--- src/rtl/bellek_hakemi_pkg.sv ---
// Shared constants, FSM encoding and request payload for the main-memory arbiter.
package bellek_hakemi_pkg;

    localparam int unsigned ADRES_BIT    = 32;
    localparam int unsigned VERI_BIT     = 32;
    localparam logic [31:0] BELLEK_ADRES = 32'h8000_0000;
    localparam int unsigned BELLEK_SATIR = 1024;

    typedef enum logic [1:0] {
        BOS    = 2'd0,
        ERISIM = 2'd1,
        YANIT  = 2'd2
    } durum_t;

    // One requester's access as seen at grant time
    typedef struct packed {
        logic [ADRES_BIT-1:0] adres;
        logic                 yaz;
        logic [VERI_BIT-1:0]  veri;
    } istek_t;

endpackage

--- src/rtl/bellek_hakemi_hakem_rr.sv ---
// Two-way round-robin chooser: a lone candidate wins, a tie goes to the port not served last.
module bellek_hakemi_hakem_rr (
    input  logic [1:0] istek,
    input  logic [1:0] maske,
    input  logic       son_hizmet,
    output logic       gecerli,
    output logic       secim
);

    logic [1:0] aday;

    // Masked candidates and the round-robin pick among them
    always_comb begin
        aday    = istek & ~maske;
        gecerli = |aday;
        secim   = aday[1] & (~aday[0] | ~son_hizmet);
    end

endmodule

--- src/rtl/bellek_hakemi.sv ---
// Shares the single-port main memory between the processor (port 0) and the loader (port 1).
module bellek_hakemi
    import bellek_hakemi_pkg::*;
(
    input  logic                 clk,
    input  logic                 rst_n,
    input  logic                 istek0,
    input  logic [ADRES_BIT-1:0] adres0,
    input  logic                 yaz0,
    input  logic [VERI_BIT-1:0]  yaz_veri0,
    output logic                 hazir0,
    output logic                 hata0,
    output logic [VERI_BIT-1:0]  oku_veri0,
    input  logic                 istek1,
    input  logic [ADRES_BIT-1:0] adres1,
    input  logic                 yaz1,
    input  logic [VERI_BIT-1:0]  yaz_veri1,
    output logic                 hazir1,
    output logic                 hata1,
    output logic [VERI_BIT-1:0]  oku_veri1,
    output logic [ADRES_BIT-1:0] bellek_adres,
    output logic [VERI_BIT-1:0]  bellek_yaz_veri,
    output logic                 bellek_yaz,
    input  logic [VERI_BIT-1:0]  bellek_oku_veri
);

    durum_t               durum_q, durum_d;
    logic                 secim_q, son_hizmet_q, hata_q, yaz_q;
    logic [1:0]           maske_c;
    logic                 gecerli_c, secim_c, al_c, hata_c;
    istek_t               aday_c;
    logic [ADRES_BIT-1:0] ofset_c;
    logic [VERI_BIT-1:0]  oku_c;

    bellek_hakemi_hakem_rr u_hakem (
        .istek      ({istek1, istek0}),
        .maske      (maske_c),
        .son_hizmet (son_hizmet_q),
        .gecerli    (gecerli_c),
        .secim      (secim_c)
    );

    // The port being answered still holds istek, so it cannot win in its own completion cycle
    assign maske_c = (durum_q == YANIT) ? (secim_q ? 2'b10 : 2'b01) : 2'b00;

    // Winner's payload, range/alignment check and the value to capture for the requester
    always_comb begin
        aday_c  = secim_c ? istek_t'({adres1, yaz1, yaz_veri1})
                          : istek_t'({adres0, yaz0, yaz_veri0});
        ofset_c = aday_c.adres - BELLEK_ADRES;
        hata_c  = (aday_c.adres[1:0] != 2'b00) ||
                  (ofset_c >= ADRES_BIT'(4 * BELLEK_SATIR));
        oku_c   = (yaz_q || hata_q) ? '0 : bellek_oku_veri;
    end

    // Next-state and grant decision
    always_comb begin
        durum_d = durum_q;
        al_c    = 1'b0;
        case (durum_q)
            BOS: begin
                if (gecerli_c) begin
                    al_c    = 1'b1;
                    durum_d = ERISIM;
                end
            end
            ERISIM: durum_d = YANIT;
            YANIT: begin
                if (gecerli_c) begin
                    al_c    = 1'b1;
                    durum_d = ERISIM;
                end else begin
                    durum_d = BOS;
                end
            end
            default: durum_d = BOS;
        endcase
    end

    // State register
    always_ff @(posedge clk or negedge rst_n) begin
        if (!rst_n) durum_q <= BOS;
        else        durum_q <= durum_d;
    end

    // Latch the granted access; memory bus holds its last value between accesses
    always_ff @(posedge clk or negedge rst_n) begin
        if (!rst_n) begin
            secim_q         <= 1'b0;
            son_hizmet_q    <= 1'b1;
            hata_q          <= 1'b0;
            yaz_q           <= 1'b0;
            bellek_adres    <= '0;
            bellek_yaz_veri <= '0;
            bellek_yaz      <= 1'b0;
        end else begin
            bellek_yaz <= al_c & aday_c.yaz & ~hata_c;
            if (al_c) begin
                secim_q         <= secim_c;
                son_hizmet_q    <= secim_c;
                hata_q          <= hata_c;
                yaz_q           <= aday_c.yaz;
                bellek_adres    <= aday_c.adres;
                bellek_yaz_veri <= aday_c.veri;
            end
        end
    end

    // Completion strobe, error flag and read data routed to the served port
    always_ff @(posedge clk or negedge rst_n) begin
        if (!rst_n) begin
            hazir0    <= 1'b0;
            hazir1    <= 1'b0;
            hata0     <= 1'b0;
            hata1     <= 1'b0;
            oku_veri0 <= '0;
            oku_veri1 <= '0;
        end else begin
            hazir0 <= (durum_q == ERISIM) & ~secim_q;
            hazir1 <= (durum_q == ERISIM) &  secim_q;
            hata0  <= (durum_q == ERISIM) & ~secim_q & hata_q;
            hata1  <= (durum_q == ERISIM) &  secim_q & hata_q;
            if (durum_q == ERISIM) begin
                if (secim_q) oku_veri1 <= oku_c;
                else         oku_veri0 <= oku_c;
            end
        end
    end

endmodule

--- config.mk ---
export PLATFORM = sky130hd
export DESIGN_NAME = bellek_hakemi
export DESIGN_NICKNAME = d
export VERILOG_FILES = /design/src/rtl/bellek_hakemi_pkg.sv /design/src/rtl/bellek_hakemi_hakem_rr.sv /design/src/rtl/bellek_hakemi.sv
export SDC_FILE = /design/constraint.sdc
export NUM_CORES = 1
export LEC_CHECK = 0
export BUFFER_PORTS_ARGS = -buffer_cell sky130_fd_sc_hd__buf_2
export CAP_MARGIN = 20
export CORE_MARGIN = 2
export CORE_UTILIZATION = 46
export CTS_CLUSTER_DIAMETER = 150
export CTS_CLUSTER_SIZE = 28
export DETAILED_ROUTE_END_ITERATION = 10
export PLACE_DENSITY = 0.82
export SYNTH_ARGS = -nofsm -noshare
export SYNTH_HDL_FRONTEND = slang
export SYNTH_SLANG_ARGS = --single-unit
--- constraint.sdc ---
create_clock -name clk -period 1.9 [get_ports clk]
set_input_delay 0.475 -clock clk [delete_from_list [all_inputs] [get_ports clk]]
set_output_delay 0.475 -clock clk [all_outputs]
set_load 0.05 [all_outputs]
Word-level counts from Yosys, hierarchy flattened
Index checks and enable logic that the tools add are counted. W data, S select, Z words.

Memories kept: 0. Register bits: 139. Output and inout bits: 133. RAM bits: 0. Bits in latches: 0. Memory bits (read-only): 0.

Shift operators: 0. Bitwise logic cells: 14. Mux-type cells: 9. Add/sub/neg operators: 1. Magnitude comparators: 1. Reductions and logical operators: 8. Divide/modulo/power cells: 0. Equality and inequality tests: 3. Multiply operators: 0.

Operator list (number): $mux W65 (1); $ge A32 B13 Y1 const B (1); $mux W32 (1); $sub A32 B32 Y32 const B (1); $and A1 B1 Y1 (7); $mux W2 (3); $pmux W2 S3 (1); $not A1 Y1 (4); $reduce_and A2 Y1 (2); $reduce_or A2 Y1 (2); $mux W1 (3); $and A2 B2 Y2 (1); $eq A2 B1 Y1 const B (1); $eq A2 B2 Y1 const B (1); $logic_not A2 Y1 (1); $logic_or A1 B1 Y1 (2); $ne A2 B2 Y1 const B (1); $not A2 Y2 (1); $reduce_bool A2 Y1 (1); $or A1 B1 Y1 (1).

Depth between registers and ports, before layout
Gate-level depths: netlist of the first run.

Depth after elaboration: 13. Gate-level depth with buffers: 7. Depth with buffers taken out: 5.

Modules after synthesis
A second synthesis of the first run with hierarchy kept.

Cells, all modules: 577. Area total of the unflattened synthesis: 5950.7 um^2.

Modules (own cells, without submodules): bellek_hakemi (seq. area each 3479.6 um^2, area each 5911.9 um^2, times used 1, cells each 572); bellek_hakemi_hakem_rr (seq. area each 0.0 um^2, area each 38.8 um^2, times used 1, cells each 5).

Least setup slack after synthesis of the first run
OpenSTA, ideal clock, no wires.

Path type: input-to-reg. Start point: input adres1[25]. End point: register hata_q. Required time: 1.774 ns. Cell stages on the path: 3. Buffers on the path: 0. Data arrival time: 1.694 ns. Slack: 0.080 ns. Setup time: 0.126 ns. Path through: or4_1 -> or4_1 -> a221o_1.

Longest elaborated chain between the ends: 4.

Ends and longest elaborated chain: start, declared (line bellek_hakemi.sv:15) `input logic [ADRES_BIT-1:0] adres1,`; $mux W65 (line bellek_hakemi.sv:48) `aday_c = secim_c ? istek_t'({adres1, yaz1, yaz_veri1})`; $sub A32 B32 Y32 (line bellek_hakemi.sv:50) `ofset_c = aday_c.adres - BELLEK_ADRES;`; $ge A32 B13 Y1 (line bellek_hakemi.sv:52) `(ofset_c >= ADRES_BIT'(4 * BELLEK_SATIR));`; $logic_or A1 B1 Y1 (line bellek_hakemi.sv:51) `hata_c = (aday_c.adres[1:0] != 2'b00) ||`; end signal, assigned (line bellek_hakemi.sv:101) `hata_q <= hata_c;`; end, declared (line bellek_hakemi.sv:28) `logic secim_q, son_hizmet_q, hata_q, yaz_q;`.

Every way passes these cells. A chain may end at the register's enable or synchronous reset.

Worst setup path after layout of the first run
Start point: register durum_q[1]. End point: register bellek_adres[23].

Longest elaborated chain between the ends: 8. Elaborated cells on any way between the ends: 13. Those cells by class: eq/ne: 1; mux: 4; bitwise: 5; reduce/logical: 3.

Ends and longest elaborated chain: start, declared (line bellek_hakemi.sv:27) `durum_t durum_q, durum_d;`; start signal, assigned (line bellek_hakemi.sv:83) `else durum_q <= durum_d;`; $eq A2 B2 Y1 (line bellek_hakemi.sv:44, bellek_hakemi.sv:60); $mux W2 (line bellek_hakemi.sv:44) `assign maske_c = (durum_q == YANIT) ? (secim_q ? 2'b10 : 2'b01) : 2'b00;`; $not A2 Y2 (line bellek_hakemi_hakem_rr.sv:14) `aday = istek & ~maske;`; $and A2 B2 Y2 (line bellek_hakemi_hakem_rr.sv:14); $not A1 Y1 (line bellek_hakemi_hakem_rr.sv:16) `secim = aday[1] & (~aday[0] | ~son_hizmet);`; $or A1 B1 Y1 (line bellek_hakemi_hakem_rr.sv:16); $and A1 B1 Y1 (line bellek_hakemi_hakem_rr.sv:16); $mux W65 (line bellek_hakemi.sv:48); end signal, assigned (line bellek_hakemi.sv:103) `bellek_adres <= aday_c.adres;`; end, declared (line bellek_hakemi.sv:21) `output logic [ADRES_BIT-1:0] bellek_adres,`.

Parallel ways exist; a longest one is shown, timed or not.

==> results.cfg, run 1 <==
[yosys]
ys_types = 27
mappedNetlistArea_mm2 = 0.005827
avgSynthCellArea_um2 = 10.13
synth-edff-count = 0
seq_area_frac_synth_pct = 59.72
syn_nets = 741
synth_warnings = 0
syn_inst = 575
synth_ff_type = dfrtp_1
synth-seq-cells = 139
ys_async_sr_fraction_pct = 100.0

[critical_path]
r2r-start = durum_q[1]
crit_fanout = 30
r2r_cells = 6
crit_type = reg2reg
cp.required_ns = 2.18
end_kind = register
regToRegEndpoint = bellek_adres[23]
endpoint = bellek_adres[23]
arrival_ns = 2.04
startpoint = durum_q[1]
r2r_slack_ns = 0.15
worst_setup_path_start_kind = register

[drt]
wl_per_cell_um = 15.10
m1WireLength_um = 6285
detail-route-antenna-nets = 0
via_per_inst = 4.966
wl_um = 16120
drt_pass1_iterations = 5
first_iter_violations = 333
wl_met3_um = 1299
drc = 0
highest_layer = met4
route.vias.total = 5304
wl_met2_um = 8118

[pwr]
pwr-share-comb_pct = 52.6
power_frac_clock_pct = 19.1
p_sw_uw = 8973
internal-power_uw = 8700
p_leak_uw = 0.004533
p_seq_share_pct = 28.4
ir_drop_v = 0.001293
sw_frac_of_total_pct = 50.77
pwr_density_cell_mw_per_mm2 = 2121

[timing]
timing.hold.ws_ns = 0.3310
fmax_ghz = 0.5699
relSlewSlack_pct = 76.55
maxSlewViolCount = 0
hold_viol = 0
rsz0062_at_grt = no
fin_crit_sh_pct = 92.35
tightest_slew_ns = 0.3518
min_period_ns = 1.755
finClkSkew_ns = 0.007672
finalSetupViolations = 0

[clocking]
post_cts_buffers = 0
clkTransAtPathRegs_ns = 0.06
cts-root-buf = clkbuf_16
htreeDepth = 4
cts_tree = built
ctsResizeCount = 0
cts_buffers = 17
clock_insertion_delay_worst_skew_ns = 0.40
cts.sinks = 139
clk_path_buf_depth = 2

[finish]
fill_cells = 1020
layout_common_cells = buf_2 (297), nand2_1 (163), dfrtp_1 (138)
final_util_pct = 66.55
area_growth_pct = 42.97
layout_commonest_cell = buf_2
nets = 1047
drive_gt1_share_pct = 40.72
fin_area_mm2 = 0.008330

[grt]
gr-usage-all-layers_pct = 23.83
grt_max_degree = 67
grt_pass1_wl_um = 24670
antenna_found_initial = 2
grt_overflow = 0
grt_pass1_vias = 5129

[die]
design.core.area_mm2 = 0.01252
initial_core_util_pct = 46.55
dieArea_mm2 = 0.01358
die_w_um = 116.5
die_y_um = 116.5
num_io_pins = 299
row_count = 41

[placed_design]
hpwl_um = 12150
place_area_mm2 = 0.007702
port_buffers = 298
gp_congestion = 0.8325

[job]
cap_violations = 0

[min_path]
hold_path.class = in2reg

[outcome]
outcome = complete, no violations
[routing by layer]
metal | vias up | GRT usage (%)
met3 | 31 | 7.317
met2 | 245 | 41.05
met4 | 0 | 10.98
met1 | 2462 | 27.29
met5 | - | 0
li1 | 2566 | -
[Yosys cell counts, types with 2 or more instances]
cell      count  area, µm²
buf_2         5      25.02
nor4_2        2      25.02
buf_6         2      22.52
or4_1         2      15.01
nor4b_1       3      26.28
nor2_1        6      22.52
nand2_1     164      615.6
nor2b_1       2      12.51
o21ai_1      46      230.2
dfrtp_1     138       3453
nand4_1       2      12.51
nor4_1        5      31.28
clkbuf_1     32      120.1
a21o_1        2      15.01
o21ai_0      83      415.4
inv_1         5      18.77
mux2i_1      66      660.6
[flip-flops by register name, summed over array words and instances, names as in the netlist]
signal           cells
bellek_yaz           1
oku_veri1           32
bellek_adres        32
hata_q               1
oku_veri0           32
hata1                1
hata0                1
durum_q              2
yaz_q                1
hazir0               1
bellek_yaz_veri     32
hazir1               1
son_hizmet_q         1
secim_q              1
[worst min path at each step]
stage	from	endpoint	slack [ns]	depth (start not counted)
finish	bellek_oku_veri[21]	oku_veri1[21]	0.33	3
global route	bellek_oku_veri[21]	oku_veri1[21]	0.32	3
CTS	bellek_oku_veri[8]	oku_veri0[8]	0.30	3
detailed placement	rst_n	oku_veri0[26]	0.38	1
global placement	rst_n	oku_veri0[26]	0.38	1
floorplan	rst_n	bellek_adres[0]	0.18	0
[repair_timing]
action / in CTS / in global routing
hold buffers: 1 / 0
endpoints found under the hold margin: 29 / 0
endpoints found under the setup margin: 0 / 0
[logic make-up (layout without fill, tap and decap cells)]
group           count (synthesis)  count (layout)  share of synthesized area (%)
mux                            66              66                          11.34
other cells                     0               2                              0
flops                         139             139                          59.72
simple gates                  190             190                          13.64
compound gates                136             136                          12.11
buf+inv                        44             363                          3.200
[through the flow]
step	setup TNS, ns	instances	total power, µW	setup slack, ns
after floorplan	0	575	11790	0.07954
after global placement	-0.2911	1033	14180	-0.2365
after detailed placement	-0.3027	1033	14360	-0.2246
after CTS	0	1066	17800	0.1455
after global routing	0	1068	18700	0.02836
final	0	1068	17670	0.1453
[power groups by stage]
stage / clock network (µW) / registers (µW) / logic, µW
2_1_floorplan: 0 / 9480 / 2310
3_3_place_gp: 0 / 5000 / 9180
3_5_place_dp: 0 / 5020 / 9340
4_1_cts: 3440 / 5010 / 9350
5_1_grt: 3590 / 5180 / 9920
6_report: 3370 / 5020 / 9290
[critical path: stages, from the launching register on]
cell and delay (ns):
dfrtp_1 0.42, nor2b_1 0.15, o211ai_1 0.27, buf_12 0.26, buf_4 0.19, mux2i_1 0.23
o21ai_0 0.10
[cell type report]
cell class	instances	area [µm²]	share of cell area, %
Antenna cell	2	5.005	0.06008
Timing Repair Buffer	326	1823	21.88
Tap cell	172	215.2	2.583
Inverter	5	18.77	0.2253
Sequential cell	139	3480	41.77
Clock buffer	21	470.5	5.647
Clock inverter	11	142.6	1.712
Multi-Input combinational cell	392	2176	26.12
No activity file was read; power rests on OpenSTA's default activity.
==> run 2, diff against run 1 <==
--- a/config.mk
+++ b/config.mk
@@ -12,7 +12,7 @@
 export CTS_CLUSTER_DIAMETER = 150
 export CTS_CLUSTER_SIZE = 28
 export DETAILED_ROUTE_END_ITERATION = 10
-export PLACE_DENSITY = 0.82
+export PLACE_DENSITY = 0.83
 export SYNTH_ARGS = -nofsm -noshare
 export SYNTH_HDL_FRONTEND = slang
 export SYNTH_SLANG_ARGS = --single-unit
==> results.cfg, run 2 (same netlist as run 1, synthesis figures left out) <==
[timing]
finalSetupViolations = 0
fin_crit_sh_pct = 93.62
min_period_ns = 1.779
timing.hold.ws_ns = 0.3288
maxSlewViolCount = 0
hold_viol = 0
finClkSkew_ns = 0.008331
rsz0062_at_grt = no
fmax_ghz = 0.5622
relSlewSlack_pct = 62.49
fin_setup_tns_ns = 0
tightest_slew_ns = 0.5627

[drt]
drc = 0
route.vias.total = 5267
wl_per_cell_um = 15.32
detail-route-antenna-nets = 0
drt_pass1_iterations = 4
first_iter_violations = 364
wl_um = 16210
via_per_inst = 4.978

[critical_path]
cp_slowest_cell = or4_1
worst_setup_path_start_kind = input pin
crit_chain = buf_2, nor4_1, buf_4, nand4_1, or4_1, a221o_1
crit_type = in2reg
crit_fanout = 2
arrival_ns = 2.07
startpoint = adres1[15]
path_delay_family = simple AND/OR/NAND/NOR gates
crit_buf_inv = 2
end_kind = register
max_stage_delay_ns = 0.51
cp.required_ns = 2.19
r2r-start = son_hizmet_q

[finish]
fin_area_mm2 = 0.008284
layout_common_cells = buf_2 (297), nand2_1 (163), dfrtp_1 (138)
n_antenna_cell = 0
drive_gt1_share_pct = 40.18
multi_input_area_mm2 = 0.002176
area_growth_pct = 42.17
ff_latch_area_mm2 = 0.003480
nets = 1039
fill_cells = 1048
layout_commonest_cell = buf_2
finalNonFillerCells = 1058

[die]
initial_core_util_pct = 46.55
design.core.area_mm2 = 0.01252
row_count = 41
die_y_um = 116.5
num_io_pins = 299
die_w_um = 116.5
dieArea_mm2 = 0.01358

[grt]
grt_max_degree = 67
grt_overflow = 0
grt_pass1_vias = 5030
gr-usage-all-layers_pct = 23.45
antenna_found_initial = 0
grt_pass1_wl_um = 24200

[clocking]
cts-root-buf = clkbuf_16
clk_path_buf_depth = 2
ctsResizeCount = 0
clock_insertion_delay_worst_skew_ns = 0.41
ctsHoldBuffers = 1
cts.sinks = 139
cts_buffers = 17
post_cts_buffers = 0
clkTransAtPathRegs_ns = 0.06
htreeDepth = 4
cts_tree = built

[placed_design]
gp_congestion = 0.8492
hpwl_um = 12170
place_area_mm2 = 0.007642
placedCellCount = 1025
port_buffers = 298

[job]
cap_violations = 0

[pwr]
sw_frac_of_total_pct = 50.85
pwr_density_cell_mw_per_mm2 = 2140
p_seq_share_pct = 28.3
power_uw = 17730
p_leak_uw = 0.004514
internal-power_uw = 8714
p_sw_uw = 9017
ir_drop_v = 0.001034
power_frac_clock_pct = 19.8
pwr-share-comb_pct = 51.9

[outcome]
outcome = complete, no violations

[min_path]
min_from = bellek_oku_veri[10]
hold_path.class = in2reg
[run 2: cell types whose count changed in the layout (fill, tap and decap cells not counted)]
cell,before,now
clkinv_2,3,2
clkinvlp_4,5,2
clkbuf_8,3,1
clkinv_4,0,2
diode_2,2,0
inv_6,0,3
bufinv_16,3,4
buf_4,18,10
[run 2: layout make-up]
class                      count  share of cell area [%]
inverter                       5                  0.2266
sequential                   139                   42.00
clock buffer                  19                   5.347
multi-input combinational    392                   26.26
clock inverter                13                   2.281
tap                          172                   2.598
timing repair buffer         318                   21.28
[run 2: power by group through the flow]
stage	clock, µW	combinational [µW]	sequential (µW)
4_1_cts	3580	9270	5030
3_5_place_dp	0	9270	5030
6_report	3500	9210	5020
3_3_place_gp	0	9100	5000
2_1_floorplan	0	2310	9480
5_1_grt	3710	9810	5200
[run 2: per-layer routing]
metal	vias to the layer above	GRT usage (%)	share of wire [%]
met5	-	0	0
met4	0	7.686	1.8
met3	25	8.251	8.9
met2	238	42.05	51
met1	2446	26.09	38
li1	2558	-	-
[run 2: metrics by stage]
step                      setup slack [ns]  util (%)
after floorplan                    0.07954         -
after CTS                           0.1228     66.18
final                               0.1212     66.18
after global placement             -0.2581     61.06
after global routing               0.02235     66.18
after detailed placement           -0.2820     61.06
[run 2: path summary, 6_finish.rpt]
check	to	slack [ns]	depth (start not counted)
worst max-delay path	hata_q	0.12	6
worst min-delay path	oku_veri1[10]	0.33	3
worst max register to register	bellek_adres[10]	0.14	6
worst min register to register	bellek_yaz_veri[17]	0.47	2
max in group asynchronous	bellek_adres[12]	0.79	3
min in group asynchronous	oku_veri1[25]	0.51	2
[run 2: tightest hold or removal path, cell delays in order]
cell and delay [ns]:
buf_2 0.10, nand2_1 0.06, o21ai_0 0.07
==> run 3, diff against run 2 <==
--- a/config.mk
+++ b/config.mk
@@ -5,14 +5,14 @@
 export SDC_FILE = /design/constraint.sdc
 export NUM_CORES = 1
 export LEC_CHECK = 0
-export BUFFER_PORTS_ARGS = -buffer_cell sky130_fd_sc_hd__buf_2
+export BUFFER_PORTS_ARGS = -buffer_cell sky130_fd_sc_hd__clkbuf_2
 export CAP_MARGIN = 20
 export CORE_MARGIN = 2
 export CORE_UTILIZATION = 46
 export CTS_CLUSTER_DIAMETER = 150
 export CTS_CLUSTER_SIZE = 28
 export DETAILED_ROUTE_END_ITERATION = 10
-export PLACE_DENSITY = 0.83
+export PLACE_DENSITY = 0.78
 export SYNTH_ARGS = -nofsm -noshare
 export SYNTH_HDL_FRONTEND = slang
 export SYNTH_SLANG_ARGS = --single-unit
==> results.cfg, run 3 (same netlist as run 1, synthesis figures left out) <==
[outcome]
outcome = complete, no violations

[critical_path]
r2r-start = durum_q[1]
crit_type = in2reg
startpoint = adres1[15]
end_kind = register
cp.required_ns = 2.19
r2r_slack_ns = 0.24
regToRegEndpoint = bellek_yaz_veri[19]
arrival_ns = 2.08
endpoint = hata_q
crit_fanout = 2
worst_setup_path_start_kind = input pin
r2r_cells = 6

[clocking]
cts_buffers = 17
cts.sinks = 139
htreeDepth = 4
clock_insertion_delay_worst_skew_ns = 0.41
cts_tree = built
clk_path_buf_depth = 2
clkTransAtPathRegs_ns = 0.06
cts-root-buf = clkbuf_16
post_cts_buffers = 0

[die]
design.core.area_mm2 = 0.01252
dieArea_mm2 = 0.01358
initial_core_util_pct = 46.55
die_y_um = 116.5
die_w_um = 116.5
row_count = 41
num_io_pins = 299

[placed_design]
hpwl_um = 11960
gp_congestion = 0.8316
port_buffers = 298

[timing]
min_period_ns = 1.784
maxSlewViolCount = 0
rsz0062_at_grt = no
finalSetupViolations = 0
tightest_slew_ns = 0.4464
timing.hold.ws_ns = 0.3022
finClkSkew_ns = 0.006541
relSlewSlack_pct = 70.24
hold_viol = 0
fmax_ghz = 0.5606
fin_setup_tns_ns = 0
fin_crit_sh_pct = 93.88

[finish]
layout_commonest_cell = clkbuf_2
area_growth_pct = 42.09
layout_common_cells = clkbuf_2 (297), nand2_1 (163), dfrtp_1 (138)
drive_gt1_share_pct = 40.36
nets = 1040

[grt]
grt_overflow = 0
grt_pass1_wl_um = 23980
grt_pass1_vias = 4949
gr-usage-all-layers_pct = 23.26
met3_usage_pct = 8.095
use_met2_pct = 38.72
grt_max_degree = 81
grt-busiest-layer = met2
grt.met1_usage_pct = 27.26
antenna_found_initial = 1

[job]
cap_violations = 0

[drt]
detail-route-antenna-nets = 0
via_per_inst = 4.890
first_iter_violations = 280
drt_pass1_iterations = 4
wl_um = 15850
route.vias.total = 5188
drc = 0
wl_per_cell_um = 14.94

[pwr]
pwr_density_cell_mw_per_mm2 = 2126
ir_drop_v = 0.001041
p_leak_uw = 0.004489

[min_path]
hold_path.class = in2reg
run 3: what timing repair did:
action,CTS,global route
endpoints found under the setup margin,0,0
gates resized for setup,0,0
hold buffers,1,0
hold endpoints to repair,23,0
run 3: how the worst min path moves through the flow:
| stage | start | endpoint | slack (ns) | cells past startpoint |
|---|---|---|---|---|
| 2_1_floorplan | rst_n | bellek_adres[0] | 0.18 | 0 |
| 3_3_place_gp | rst_n | oku_veri1[13] | 0.44 | 1 |
| 3_5_place_dp | rst_n | oku_veri0[13] | 0.44 | 1 |
| 4_1_cts | bellek_oku_veri[9] | oku_veri0[9] | 0.29 | 3 |
| 5_1_grt | bellek_oku_veri[9] | oku_veri0[9] | 0.30 | 3 |
| 6_report | bellek_oku_veri[9] | oku_veri0[9] | 0.30 | 3 |
run 3: stage by stage:
stage	instances	worst slack, ns	instance area [µm²]	power [µW]	utilization [%]
2_1_floorplan	575	0.07954	5827	11790	-
3_3_place_gp	1026	-0.2686	7637	14080	61.02
3_5_place_dp	1026	-0.2966	7637	14240	61.02
4_1_cts	1059	0.1414	8274	17740	66.10
5_1_grt	1060	0.006133	8277	18600	66.12
6_report	1061	0.1162	8279	17600	66.14
run 3: per-layer routing:
metal  share of wire (%)  wire length, µm  vias to the layer above
met5                   0                0                        -
met4                 2.8              449                        0
met3                 9.1             1444                       31
met2                  49             7707                      216
met1                  39             6253                     2389
li1                    -                -                     2552
run 3: power breakdown:
group          internal (µW)  total (µW)  switching [µW]
clock                   2180        3450            1270
sequential              4320        5050             735
combinational           2090        9110            7020
run 3: cell type report:
type                            instances  area [µm²]
Clock inverter                         12       160.2
Sequential cell                       139        3480
Clock buffer                           20       466.7
Tap cell                              172       215.2
Fill cell                            1043        4238
Multi-Input combinational cell        392        2176
Antenna cell                            2       5.005
Inverter                                5       18.77
Timing Repair Buffer                  319        1758
run 3: critical path, stage by stage:
cell      delay (ns)
clkbuf_2        0.09
nor4_1          0.31
buf_4           0.17
nand4_1         0.19
or4_1           0.52
a221o_1         0.32
